## config.mk

```make
export PLATFORM = sky130hd
export DESIGN_NAME = elevator_ctrl_n
export DESIGN_NICKNAME = d
export VERILOG_FILES = /design/src/rtl/elevator_pkg.sv /design/src/rtl/elevator_ctrl_n_tick_gen.sv /design/src/rtl/elevator_ctrl_n.sv
export SDC_FILE = /design/constraint.sdc
export NUM_CORES = 1
export LEC_CHECK = 0
export CAP_MARGIN = 30
export CELL_PAD_IN_SITES_DETAIL_PLACEMENT = 0
export CELL_PAD_IN_SITES_GLOBAL_PLACEMENT = 1
export CORE_MARGIN = 5
export CORE_UTILIZATION = 49
export DETAILED_ROUTE_END_ITERATION = 16
export PLACE_DENSITY = 0.95
export SYNTH_ARGS = -nofsm -noshare
export SYNTH_HDL_FRONTEND = slang
export SYNTH_SLANG_ARGS = --single-unit
export TNS_END_PERCENT = 20
```

## constraint.sdc

```tcl
create_clock -name clk -period 7.4 [get_ports clk]
set_input_delay 1.85 -clock clk [delete_from_list [all_inputs] [get_ports clk]]
set_output_delay 1.85 -clock clk [all_outputs]
set_load 0.02 [all_outputs]
```

## src/rtl/elevator_pkg.sv

```systemverilog
// Shared types and helpers for the N-floor elevator controller.
// Pending bitmaps are passed zero-extended to MAX_FLOORS bits.
package elevator_pkg;

    typedef enum logic [1:0] {
        IDLE  = 2'd0,
        MOVE  = 2'd1,
        DOOR  = 2'd2,
        ESTOP = 2'd3
    } state_t;

    localparam int MAX_FLOORS = 16;

    function automatic logic has_pending_above(
        input logic [MAX_FLOORS-1:0] pend,
        input int                    floor
    );
        logic r;
        r = 1'b0;
        for (int i = 0; i < MAX_FLOORS; i++)
            if (i > floor && pend[i])
                r = 1'b1;
        return r;
    endfunction

    function automatic logic has_pending_below(
        input logic [MAX_FLOORS-1:0] pend,
        input int                    floor
    );
        logic r;
        r = 1'b0;
        for (int i = 0; i < MAX_FLOORS; i++)
            if (i < floor && pend[i])
                r = 1'b1;
        return r;
    endfunction

endpackage

```

## src/rtl/elevator_ctrl_n_tick_gen.sv

```systemverilog
// Movement tick divider: one-clk pulse every TICK_DIV clocks.
// clr holds the count at zero so the next tick is a full period away.
module tick_gen #(
    parameter int TICK_DIV = 10_000_000
) (
    input  logic clk,
    input  logic rst_n,
    input  logic clr,
    output logic tick
);

    localparam int CW = $clog2(TICK_DIV);

    logic [CW-1:0] cnt;

    assign tick = (cnt == CW'(TICK_DIV - 1));

    always_ff @(posedge clk or negedge rst_n) begin
        if (!rst_n)
            cnt <= '0;
        else if (clr || tick)
            cnt <= '0;
        else
            cnt <= cnt + CW'(1);
    end

endmodule

```

## src/rtl/elevator_ctrl_n.sv

```systemverilog
// N-floor SCAN elevator controller with door timer and emergency stop.
// Calls latch into a pending bitmap; the car serves calls ahead first.
module elevator_ctrl_n
    import elevator_pkg::*;
#(
    parameter int   NUM_FLOORS = 8,
    parameter int   TICK_DIV   = 10_000_000,
    parameter int   DOOR_TICKS = 3,
    localparam int  FW         = $clog2(NUM_FLOORS)
) (
    input  logic                  clk,
    input  logic                  rst_n,
    input  logic                  req_valid,
    input  logic [FW-1:0]         req_floor,
    input  logic                  estop,
    output logic [FW-1:0]         cur_floor,
    output logic                  moving,
    output logic                  dir_up,
    output logic                  door_open,
    output logic [NUM_FLOORS-1:0] pending,
    output logic                  req_err
);

    localparam int DW = $clog2(DOOR_TICKS + 1);

    state_t                  state;
    logic [DW-1:0]           door_cnt;
    logic                    tick;
    logic [MAX_FLOORS-1:0]   pend_w;
    logic [FW-1:0]           nxt_floor;
    logic [NUM_FLOORS-1:0]   set_mask;
    logic [NUM_FLOORS-1:0]   cur_oh;
    logic [NUM_FLOORS-1:0]   nxt_oh;
    logic                    in_range;
    logic                    restart;
    logic                    above;
    logic                    below;
    logic                    go_move;
    logic                    go_dir;
    logic                    cur_hit;
    logic                    nxt_hit;
    logic                    nxt_ahead;
    logic                    blocked;

    tick_gen #(
        .TICK_DIV(TICK_DIV)
    ) u_tick (
        .clk  (clk),
        .rst_n(rst_n),
        .clr  (estop),
        .tick (tick)
    );

    always_comb begin
        in_range = 1'b0;
        for (int i = 0; i < NUM_FLOORS; i++)
            if (req_floor == FW'(i))
                in_range = 1'b1;
    end

    assign pend_w    = MAX_FLOORS'(pending);
    assign restart   = (state == DOOR) && req_valid
                     && (req_floor == cur_floor);
    assign set_mask  = (req_valid && in_range && !restart)
                     ? (NUM_FLOORS'(1) << req_floor) : '0;
    assign cur_oh    = NUM_FLOORS'(1) << cur_floor;
    assign nxt_oh    = NUM_FLOORS'(1) << nxt_floor;

    assign above     = has_pending_above(pend_w, int'(cur_floor));
    assign below     = has_pending_below(pend_w, int'(cur_floor));
    assign go_move   = above | below;
    // Keep heading while calls lie ahead, otherwise reverse.
    assign go_dir    = dir_up ? above : ~below;
    assign cur_hit   = pend_w[4'(cur_floor)];

    assign blocked   = dir_up ? (cur_floor == FW'(NUM_FLOORS - 1))
                              : (cur_floor == '0);
    assign nxt_floor = dir_up ? cur_floor + FW'(1)
                              : cur_floor - FW'(1);
    assign nxt_hit   = pend_w[4'(nxt_floor)];
    assign nxt_ahead = dir_up
                     ? has_pending_above(pend_w, int'(nxt_floor))
                     : has_pending_below(pend_w, int'(nxt_floor));

    assign moving    = (state == MOVE);
    assign door_open = (state == DOOR);

    always_ff @(posedge clk or negedge rst_n) begin
        if (!rst_n) begin
            state     <= IDLE;
            cur_floor <= '0;
            dir_up    <= 1'b1;
            pending   <= '0;
            door_cnt  <= '0;
            req_err   <= 1'b0;
        end else begin
            req_err <= req_valid && !in_range;
            pending <= pending | set_mask;
            if (estop) begin
                state <= ESTOP;
            end else begin
                unique case (state)
                    IDLE: begin
                        if (tick) begin
                            if (cur_hit) begin
                                state   <= DOOR;
                                pending <= (pending & ~cur_oh) | set_mask;
                            end else if (go_move) begin
                                state  <= MOVE;
                                dir_up <= go_dir;
                            end
                        end
                    end
                    MOVE: begin
                        if (tick) begin
                            if (blocked) begin
                                state <= IDLE;
                            end else begin
                                cur_floor <= nxt_floor;
                                if (nxt_hit) begin
                                    state   <= DOOR;
                                    pending <= (pending & ~nxt_oh) | set_mask;
                                end else if (!nxt_ahead) begin
                                    state <= IDLE;
                                end
                            end
                        end
                    end
                    DOOR: begin
                        if (restart) begin
                            door_cnt <= '0;
                        end else if (tick) begin
                            if (door_cnt == DW'(DOOR_TICKS - 1)) begin
                                door_cnt <= '0;
                                if (go_move) begin
                                    state  <= MOVE;
                                    dir_up <= go_dir;
                                end else begin
                                    state <= IDLE;
                                end
                            end else begin
                                door_cnt <= door_cnt + DW'(1);
                            end
                        end
                    end
                    ESTOP: begin
                        state    <= IDLE;
                        door_cnt <= '0;
                    end
                    default: state <= IDLE;
                endcase
            end
        end
    end

endmodule

```

==> key figures <==
STA
  – Worst slew margin: about two fifths
  – Final Hold Viols: 0
  – Final period utilization: 51.0%
  – Worst hold slack: 0.504 ns
  – RSZ-0062 raised after global routing: no
  – Max-slew violation count: 0
  – Max Fclk: about 270 MHz
  – Final setup fails: 0
  – Minimum clock period: about 3.8 ns
  – Skew final: around 0.0084 ns
  – Worst-Margin Slew: between 0.8 and 0.9 ns
  – Setup tns final: 0 ns

Detailed routing
  – Wire per inst: about 17 µm
  – ANT nets after route: 0
  – Initial DRT Pass Iterations: 4
  – Via count: about 2.6k
  – DRT iter0 DRCs: between 200 and 250
  – DR DRC count: 0
  – Final wirelength: roughly 7300 µm
  – Via-per-instance ratio: approximately 6

Global route
  – First-pass GRT wire length: 12300 µm
  – Vias in the first global route: 2398
  – Initial antenna violation count: 0
  – GR Overflow Total: 0
  – Total GRT Usage: 19.9%
  – Largest net degree at the start of global routing: 42

Floorplan
  – IO Pins: 22
  – Die H: approximately 89 µm
  – Die Wd: about 89 µm
  – Core box area: between 5000 and 6000 µm²
  – Row count: 28
  – Die area: ~8000 µm²
  – Initial Utilization: 50.9%

Logic synthesis
  – Sequential area share after synthesis: 33.7%
  – Syn Nets: between 300 and 400
  – EDFF count, synth: 0
  – Netlist Area Pre-Place: about 3000 µm²
  – Unique masters post-synth: slightly above 60
  – Asr flop ratio synth: 100%
  – Average size of a mapped cell: ~8.5 µm²
  – Yosys warns: 0
  – Ys flop type: dfrtp_1
  – Mapped Cells: approximately 360
  – Yosys reg bits: about 40

Setup path
  – Worst Path Required: roughly 5.6 ns
  – Arrival @ worst endpoint: approximately 1.9 ns
  – Crit Path Category: flop to primary output
  – Worst setup SP type: flop
  – CP endpoint kind: primary output
  – Critical path fanouts, max: 13

CTS
  – H-tree levels: 2
  – TritonCTS clock tree: built
  – Post-CTS Hold Buffers: 0
  – Clk_lat worst skew: 0.30 ns
  – Clk slew on worst S/H paths: approximately 0.08 ns
  – Post-cts sizing count: 0
  – Clock Path Buffers: 2
  – Post-CTS Setup Inserts: 0
  – Clock root buffer: clkbuf_8
  – Clock Sinks: slightly above 40
  – CTS Buf Count: 5

Finish
  – Antenna Cells: 0
  – Share of cells above drive strength 1: under 10%
  – Cell area after layout: between 3000 and 4000 µm²
  – Post-layout net count: about 380
  – Most frequent cells in the layout: nor2_1, dfrtp_1, nand2_1
  – Layout area overhead: 7.72%

Run
  – Max cap viols: 0

Pwr
  – Pwr dens: 213 nW/µm²
  – VDD IR max: about 160 µV
  – Leakage: ~1.3 nW

Placement
  – GP Congestion: between 0.8 and 0.9
  – Placed cell area: around 3200 µm²
  – Port Buf Inserts: 21
  – Final HPWL DP: roughly 5100 µm

Outcome
  – Status: finished clean

Hold path
  – HP Class: flop to flop
path summary, 6_finish.rpt:
kind / endpoint / depth (start not counted) / from / slack [ns]
worst max-delay path: moving / 3 / state[0] / 3.63
min in group asynchronous: u_tick.cnt[16] / 1 / rst_n / 1.67
worst min register to register: door_cnt[0] / 1 / door_cnt[0] / 0.50
max in group asynchronous: u_tick.cnt[13] / 1 / rst_n / 5.17
worst min-delay path: door_cnt[0] / 1 / door_cnt[0] / 0.50
worst max register to register: state[0] / 10 / cur_floor[0] / 3.74
where the power goes:
group | switching (W) | internal [W]
clock network | 0.0000818 | 0.0000652
registers | 0.0000771 | 0.000247
logic | 0.000118 | 0.000111
Yosys cell counts, drive strengths merged (5+ instances only):
library cell	instances	area share, %
ha	8	3.3
nor3b	5	1.2
dfrtp	40	33
o21ai	6	0.99
buf	7	1.4
inv	14	1.7
nor3	9	1.6
xnor2	10	2.9
nand2	36	4.4
a21oi	12	2.0
xor2	19	5.5
nor2b	5	1.0
mux2i	10	3.3
nand3	27	4.4
nand4	10	2.1
and3	9	1.9
clkbuf	15	3.8
nor2	40	4.9
o211ai	9	2.2
cells by family after synthesis:
group | share of synthesized area [%]
and+or+nand+nor | 28.3
DFF | 33.7
xor gates and xnor gates | 8.34
adders and majority gates | 3.29
muxes | 4.76
AOI/OAI and AO/OA | 14.5
other | 0.123
buffers and inverters | 7.02
metal layers:
layer	vias up	routed length (µm)	global-route usage [%]
met5	-	0	0
met4	0	144	6.73
met3	15	457	3.82
met2	84	3020	27.7
met1	1261	3690	30.7
li1	1285	-	-
metrics by stage:
| stage | setup slack, ns | power, W | std cells | util (%) |
|---|---|---|---|---|
| global route | 3.51 | 0.000741 | 440 | 54.8 |
| global placement | 3.62 | 0.000551 | 432 | 53.3 |
| CTS | 3.65 | 0.000699 | 440 | 54.8 |
| detailed placement | 3.57 | 0.000554 | 432 | 53.3 |
| floorplan | 4.31 | 0.000465 | 357 | - |
| finish | 3.63 | 0.000700 | 440 | 54.8 |
flip-flops by register name, summed over array words and instances (netlist names):
name        cells
cur_floor       3
u_tick.cnt     24
dir_up          1
req_err         1
door_cnt        2
state           2
pending         8
final cells by class:
class                   count  area [µm²]
multi-input cells         279        1810
repair buffers             22         213
flip-flops and latches     41        1030
inverters                  15        56.3
clock buffers               5        68.8
well taps                  75        93.8
clock inverters             3        17.5
fillers                   558        2710
critical path, cell delays in order, from the launching register on:
cell,delay [ns]
dfrtp_1,0.58
nand2_1,0.17
inv_1,0.21
clkdlybuf4s50_1,0.65
No activity file was read; power rests on OpenSTA's default activity.
